[config.mk]
export PLATFORM = sky130hd
export DESIGN_NAME = mem_bus_arbiter
export DESIGN_NICKNAME = d
export VERILOG_FILES = /design/src/rtl/mem.sv /design/src/rtl/mem_bus_arbiter_pkg.sv /design/src/rtl/mem_bus_arbiter_rr.sv /design/src/rtl/mem_bus_arbiter.sv
export SDC_FILE = /design/constraint.sdc
export NUM_CORES = 1
export LEC_CHECK = 0
export BUFFER_PORTS_ARGS = -buffer_cell sky130_fd_sc_hd__buf_2
export CELL_PAD_IN_SITES_DETAIL_PLACEMENT = 0
export CELL_PAD_IN_SITES_GLOBAL_PLACEMENT = 1
export CORE_ASPECT_RATIO = 0.7
export CORE_MARGIN = 8
export CORE_UTILIZATION = 30
export CTS_CLUSTER_DIAMETER = 100
export DETAILED_ROUTE_END_ITERATION = 12
export PLACE_DENSITY = 0.62
export RECOVER_POWER = 100
export SLEW_MARGIN = 20
export SYNTH_ARGS = -nofsm -noshare
export SYNTH_HDL_FRONTEND = slang
export SYNTH_SLANG_ARGS = --single-unit
[constraint.sdc]
create_clock -name clk_in -period 6.4 [get_ports clk_in]
set_input_delay 0.96 -clock clk_in [delete_from_list [all_inputs] [get_ports clk_in]]
set_output_delay 0.96 -clock clk_in [all_outputs]
set_load 0.02 [all_outputs]
[src/rtl/mem.sv]
// Shared memory-access definitions used by requesters and the bus arbiter.
package mem;

    typedef enum logic [1:0] {
        BYTE  = 2'd0,
        WORD  = 2'd1,
        DWORD = 2'd2
    } width_t;

endpackage

[src/rtl/mem_bus_arbiter_pkg.sv]
// Arbiter FSM states and the per-port pending request record.
package ProcTypes;

    typedef enum logic [1:0] {
        IDLE,
        ISSUE,
        SETTLE,
        WAIT
    } arb_state_t;

    typedef struct packed {
        logic         write;
        logic [31:0]  addr;
        mem::width_t  width;
        logic [31:0]  data;
    } slot_t;

endpackage

[src/rtl/mem_bus_arbiter_rr.sv]
// Two-way round-robin grant: on contention the port not granted last wins.
module rr_arbiter2 (
    input  logic [1:0] pending,
    input  logic       last_grant,
    output logic       valid,
    output logic       grant
);

    always_comb begin
        valid = |pending;
        grant = 1'b0;
        if (pending == 2'b11)
            grant = ~last_grant;
        else if (pending[1])
            grant = 1'b1;
    end

endmodule

[src/rtl/mem_bus_arbiter.sv]
// Two-port memory bus arbiter: latches one request per port and serves
// them round-robin through a single downstream bus with a WAIT timeout.
module mem_bus_arbiter
    import ProcTypes::*;
#(
    parameter int TIMEOUT_CYCLES = 1024
) (
    input  logic        clk_in,
    input  logic        rst_in,
    input  logic        rq0_dispatch_read,
    input  logic        rq0_dispatch_write,
    input  logic [31:0] rq0_addr,
    input  mem::width_t rq0_mem_width,
    input  logic [31:0] rq0_write_data,
    output logic [31:0] rq0_read_data,
    output logic        rq0_busy,
    input  logic        rq1_dispatch_read,
    input  logic        rq1_dispatch_write,
    input  logic [31:0] rq1_addr,
    input  mem::width_t rq1_mem_width,
    input  logic [31:0] rq1_write_data,
    output logic [31:0] rq1_read_data,
    output logic        rq1_busy,
    output logic        mem_dispatch_read,
    output logic        mem_dispatch_write,
    output logic [31:0] mem_addr,
    output mem::width_t mem_mem_width,
    output logic [31:0] mem_write_data,
    input  logic [31:0] mem_read_data,
    input  logic        mem_busy,
    output logic        err
);

    localparam int CW = $clog2(TIMEOUT_CYCLES + 1);

    logic [1:0]    dsp_rd;
    logic [1:0]    dsp_wr;
    slot_t         dsp_slot [2];
    slot_t         slot_q   [2];
    logic [1:0]    pend_q;
    logic          last_q;
    logic          cur_q;
    logic [CW-1:0] cnt_q;
    logic [31:0]   rdata_q  [2];
    arb_state_t    state_q;
    arb_state_t    state_d;
    logic          gnt_valid;
    logic          gnt;
    logic          grant_en;
    logic          done;
    logic          abort;

    assign dsp_rd      = {rq1_dispatch_read, rq0_dispatch_read};
    assign dsp_wr      = {rq1_dispatch_write, rq0_dispatch_write};
    assign dsp_slot[0] = '{rq0_dispatch_write, rq0_addr,
                           rq0_mem_width, rq0_write_data};
    assign dsp_slot[1] = '{rq1_dispatch_write, rq1_addr,
                           rq1_mem_width, rq1_write_data};

    assign rq0_busy      = pend_q[0];
    assign rq1_busy      = pend_q[1];
    assign rq0_read_data = rdata_q[0];
    assign rq1_read_data = rdata_q[1];

    rr_arbiter2 u_rr (
        .pending    (pend_q),
        .last_grant (last_q),
        .valid      (gnt_valid),
        .grant      (gnt)
    );

    always_ff @(posedge clk_in) begin
        if (rst_in)
            state_q <= IDLE;
        else
            state_q <= state_d;
    end

    always_comb begin
        state_d  = state_q;
        grant_en = 1'b0;
        done     = 1'b0;
        abort    = 1'b0;
        case (state_q)
            IDLE: begin
                if (gnt_valid && !mem_busy) begin
                    grant_en = 1'b1;
                    state_d  = ISSUE;
                end
            end
            ISSUE:  state_d = SETTLE;
            SETTLE: state_d = WAIT;
            WAIT: begin
                if (!mem_busy) begin
                    done    = 1'b1;
                    state_d = IDLE;
                end else if (cnt_q == CW'(TIMEOUT_CYCLES - 1)) begin
                    abort   = 1'b1;
                    state_d = IDLE;
                end
            end
            default: state_d = IDLE;
        endcase
    end

    always_ff @(posedge clk_in) begin
        if (rst_in) begin
            pend_q             <= '0;
            slot_q[0]          <= '0;
            slot_q[1]          <= '0;
            rdata_q[0]         <= '0;
            rdata_q[1]         <= '0;
            last_q             <= 1'b1;
            cur_q              <= 1'b0;
            cnt_q              <= '0;
            err                <= 1'b0;
            mem_dispatch_read  <= 1'b0;
            mem_dispatch_write <= 1'b0;
            mem_addr           <= '0;
            mem_mem_width      <= mem::BYTE;
            mem_write_data     <= '0;
        end else begin
            mem_dispatch_read  <= 1'b0;
            mem_dispatch_write <= 1'b0;
            if (grant_en) begin
                cur_q              <= gnt;
                last_q             <= gnt;
                mem_addr           <= slot_q[gnt].addr;
                mem_mem_width      <= slot_q[gnt].width;
                mem_write_data     <= slot_q[gnt].data;
                mem_dispatch_read  <= ~slot_q[gnt].write;
                mem_dispatch_write <= slot_q[gnt].write;
            end
            cnt_q <= (state_q == WAIT) ? cnt_q + 1'b1 : '0;
            if (done || abort)
                pend_q[cur_q] <= 1'b0;
            if (done && !slot_q[cur_q].write)
                rdata_q[cur_q] <= mem_read_data;
            if (abort)
                err <= 1'b1;
            // A busy port drops the new request; the in-flight one is untouched.
            for (int n = 0; n < 2; n++) begin
                if (dsp_rd[n] || dsp_wr[n]) begin
                    if (pend_q[n]) begin
                        err <= 1'b1;
                    end else begin
                        pend_q[n] <= 1'b1;
                        slot_q[n] <= dsp_slot[n];
                    end
                    if (dsp_rd[n] && dsp_wr[n])
                        err <= 1'b1;
                end
            end
        end
    end

endmodule

==> metrics.txt <==
run status complete, but fails checks; failing checks capacitance limit, slew limit; Setup violations, final 0; WP data arrival 4.43 ns; CP Class input port to register; chip width 247 microns; Async SR Flop Fraction 0%; Pwr Total between 0.004 and 0.005 W; Most used DFF post-synth edfxtp_1; cell chain of the critical path clkbuf_1, nand2b_1, or3_1, nor2_1, or2_2; synthesized cell area roughly 0.011 sq mm; PortBufs between 300 and 400; Die Ht between 150 and 200 microns; flops & latches, synth 285; final hold violation count 0; Post-Route WL 29100 microns; CTS sink cnt between 200 and 300; routability cong. 0.714; startpoint types input port; Worst Skew roughly 0.013 ns; Post-synth top cells edfxtp_1 (198), and2_1 (193), dfxtp_1 (87), nor2_1 (75), mux2i_1 (67); initial core utilization 30.3%; CTS clock-pin slew for the worst setup and hold paths 0.06 ns; CP Capture Type register; register area share after synthesis between 60% and 70%; Worst Tran Pin Value 2.41 ns; CTS Hold Bufs 0; post-layout minimum cycle time ~4.3 ns; CP required roughly 6.6 ns; DRC 0; CTS H-Tree Depth 1; distinct cell type count after synthesis 43; Resize count post-CTS 0; critical path's largest stage delay 1.33 ns; DR vias 7059; CP max-delay cell nor2_1; Multi-input gate area 0.00321 sq mm; syn nets 1001; Setup TNS 0 ns; number of antenna violations at the first check in global routing 11; Max Root-Sink Buffers 3; GRT Total Usage 12.9%; Pwr per Cell Area between 300 and 400 mW/mm^2; NumNets Final 1292; Hold Path Class register to register; # IOs 306; FP Rows just under 60; DRT antenna net count 0; largest net degree at the start of global routing 103; per-cell routed wire length 17.9 microns; initial drt markers approximately 330; Die Area approximately 0.044 sq mm; first-pass GRT wire length 43800 microns; Syn. warnings 0; syn_area_per_cell 13.6 sq um; critical path fanouts, max 33; largest area contributor in the netlist edfxtp_1; Final period util 66.5%; clk_lat worst skew 0.56 ns; Synth area leaders edfxtp_1 (53%), dfxtp_1 (16%), and2_1 (11%), mux2i_1 (6.0%), a211oi_1 (4.1%); synthesis-to-finish area growth 24.2%; total grt overflow 0; count leader, synth edfxtp_1; Core Util, Final between 30% and 40%; leak pwr between 5 and 6 nW; max-cap violations 7; register area 0.00769 sq mm; share of cells above drive strength 1 20.6%; Post-CTS Repair Setup Buffers 0; Synth top area share between 50% and 60%; Post-Synthesis Cells between 800 and 900; CTS tree done; Rel. slew slack -60.7%; max-slew violation count 373; Num CTS Buffers 29; first-pass detailed-route iteration total 4; CTS root buf clkbuf_16; Via density about 4.3; VDD IR max 0.186 mV; Filler cells 3689; EDFF count, synth 198; final HPWL from detailed placement a little under 20000 microns; RSZ-0062 raised after global routing no; core footprint 0.0371 sq mm; number of global-route vias before repair between 7000 and 8000; FMAX 0.235 GHz
==> flip-flops by register name, summed over array words and instances, names as in the netlist, named ones only <==
name                count
slot_q                134
rdata_q                64
mem_addr               32
mem_write_data         32
cnt_q                  11
mem_mem_width           2
pend_q                  2
state_q                 2
cur_q                   1
err                     1
last_q                  1
mem_dispatch_read       1
mem_dispatch_write      1
==> cells by family (layout without fill, tap and decap cells) <==
family	count (synthesis)	count (layout)	synth area share (%)
and+or+nand+nor	315	315	15.8
muxes	68	68	6.07
buffers and inverters	58	372	2.66
DFF	285	285	68.4
other	0	3	0
adders and majority gates	7	7	0.735
AOI/OAI and AO/OA	85	85	5.73
xor gates and xnor gates	7	7	0.546
==> worst paths after layout <==
check                             from                           end  slack, ns  cells past startpoint
setup / recovery                rst_in  rdata_q[0][27]$_SDFFCE_PN0P_       2.15                      5
hold / removal     cnt_q[0]$_SDFF_PP0_           cnt_q[0]$_SDFF_PP0_       0.46                      1
setup reg to reg  pend_q[0]$_SDFF_PP0_     mem_addr[17]$_SDFFE_PP0P_       2.32                      6
hold reg to reg    cnt_q[0]$_SDFF_PP0_           cnt_q[0]$_SDFF_PP0_       0.46                      1
==> per-layer routing <==
| layer | part of all wire, % | GRT usage [%] | up-vias |
|---|---|---|---|
| li1 | - | - | 3512 |
| met1 | 43 | 15.8 | 3280 |
| met2 | 45 | 20.6 | 193 |
| met3 | 9.0 | 5.37 | 58 |
| met4 | 2.4 | 3.52 | 16 |
| met5 | 0.35 | 0 | - |
==> power by group <==
group	switching, W	internal [W]	total, W
Sequential	0.0000971	0.00220	0.00230
Combinational	0.000531	0.000268	0.000799
Clock	0.000706	0.00104	0.00175
==> worst max-delay path, delay by kind of cell <==
family	cells	cell delay, ns
buffers and inverters	1	0.38
and+or+nand+nor	4	3.06
==> through the flow <==
| stage | hold WS, ns | setup WS, ns | instances | area, sq um |
|---|---|---|---|---|
| after detailed placement | 0.450 | 2.66 | 1572 | 13200 |
| after CTS | 0.463 | 3.26 | 1626 | 14200 |
| after global placement | 0.447 | 2.74 | 1572 | 13200 |
| final | 0.459 | 2.15 | 1630 | 13900 |
| after floorplan | 0.430 | 2.91 | 825 | 11200 |
| after global routing | 0.481 | 1.61 | 1628 | 13900 |
==> placed cells by master, fill, tap and decap left out, types with 29 or more instances in the layout <==
cell type	Yosys	layout
a211oi_1	62	64
clkbuf_1	16	145
mux2i_1	67	67
dfxtp_1	87	87
nor2_1	75	78
clkbuf_16	0	29
and2_0	0	134
edfxtp_1	198	198
and2_1	193	59
buf_2	11	169
==> layout make-up <==
cell class / count / area share [%]
flip-flops and latches: 285 / 55.1
multi-input cells: 482 / 23.0
repair buffers: 313 / 10.2
clock buffers: 43 / 6.15
well taps: 488 / 4.38
clock inverters: 11 / 0.951
inverters: 5 / 0.135
diodes: 3 / 0.0538
Power figures use the tool's default switching activity.
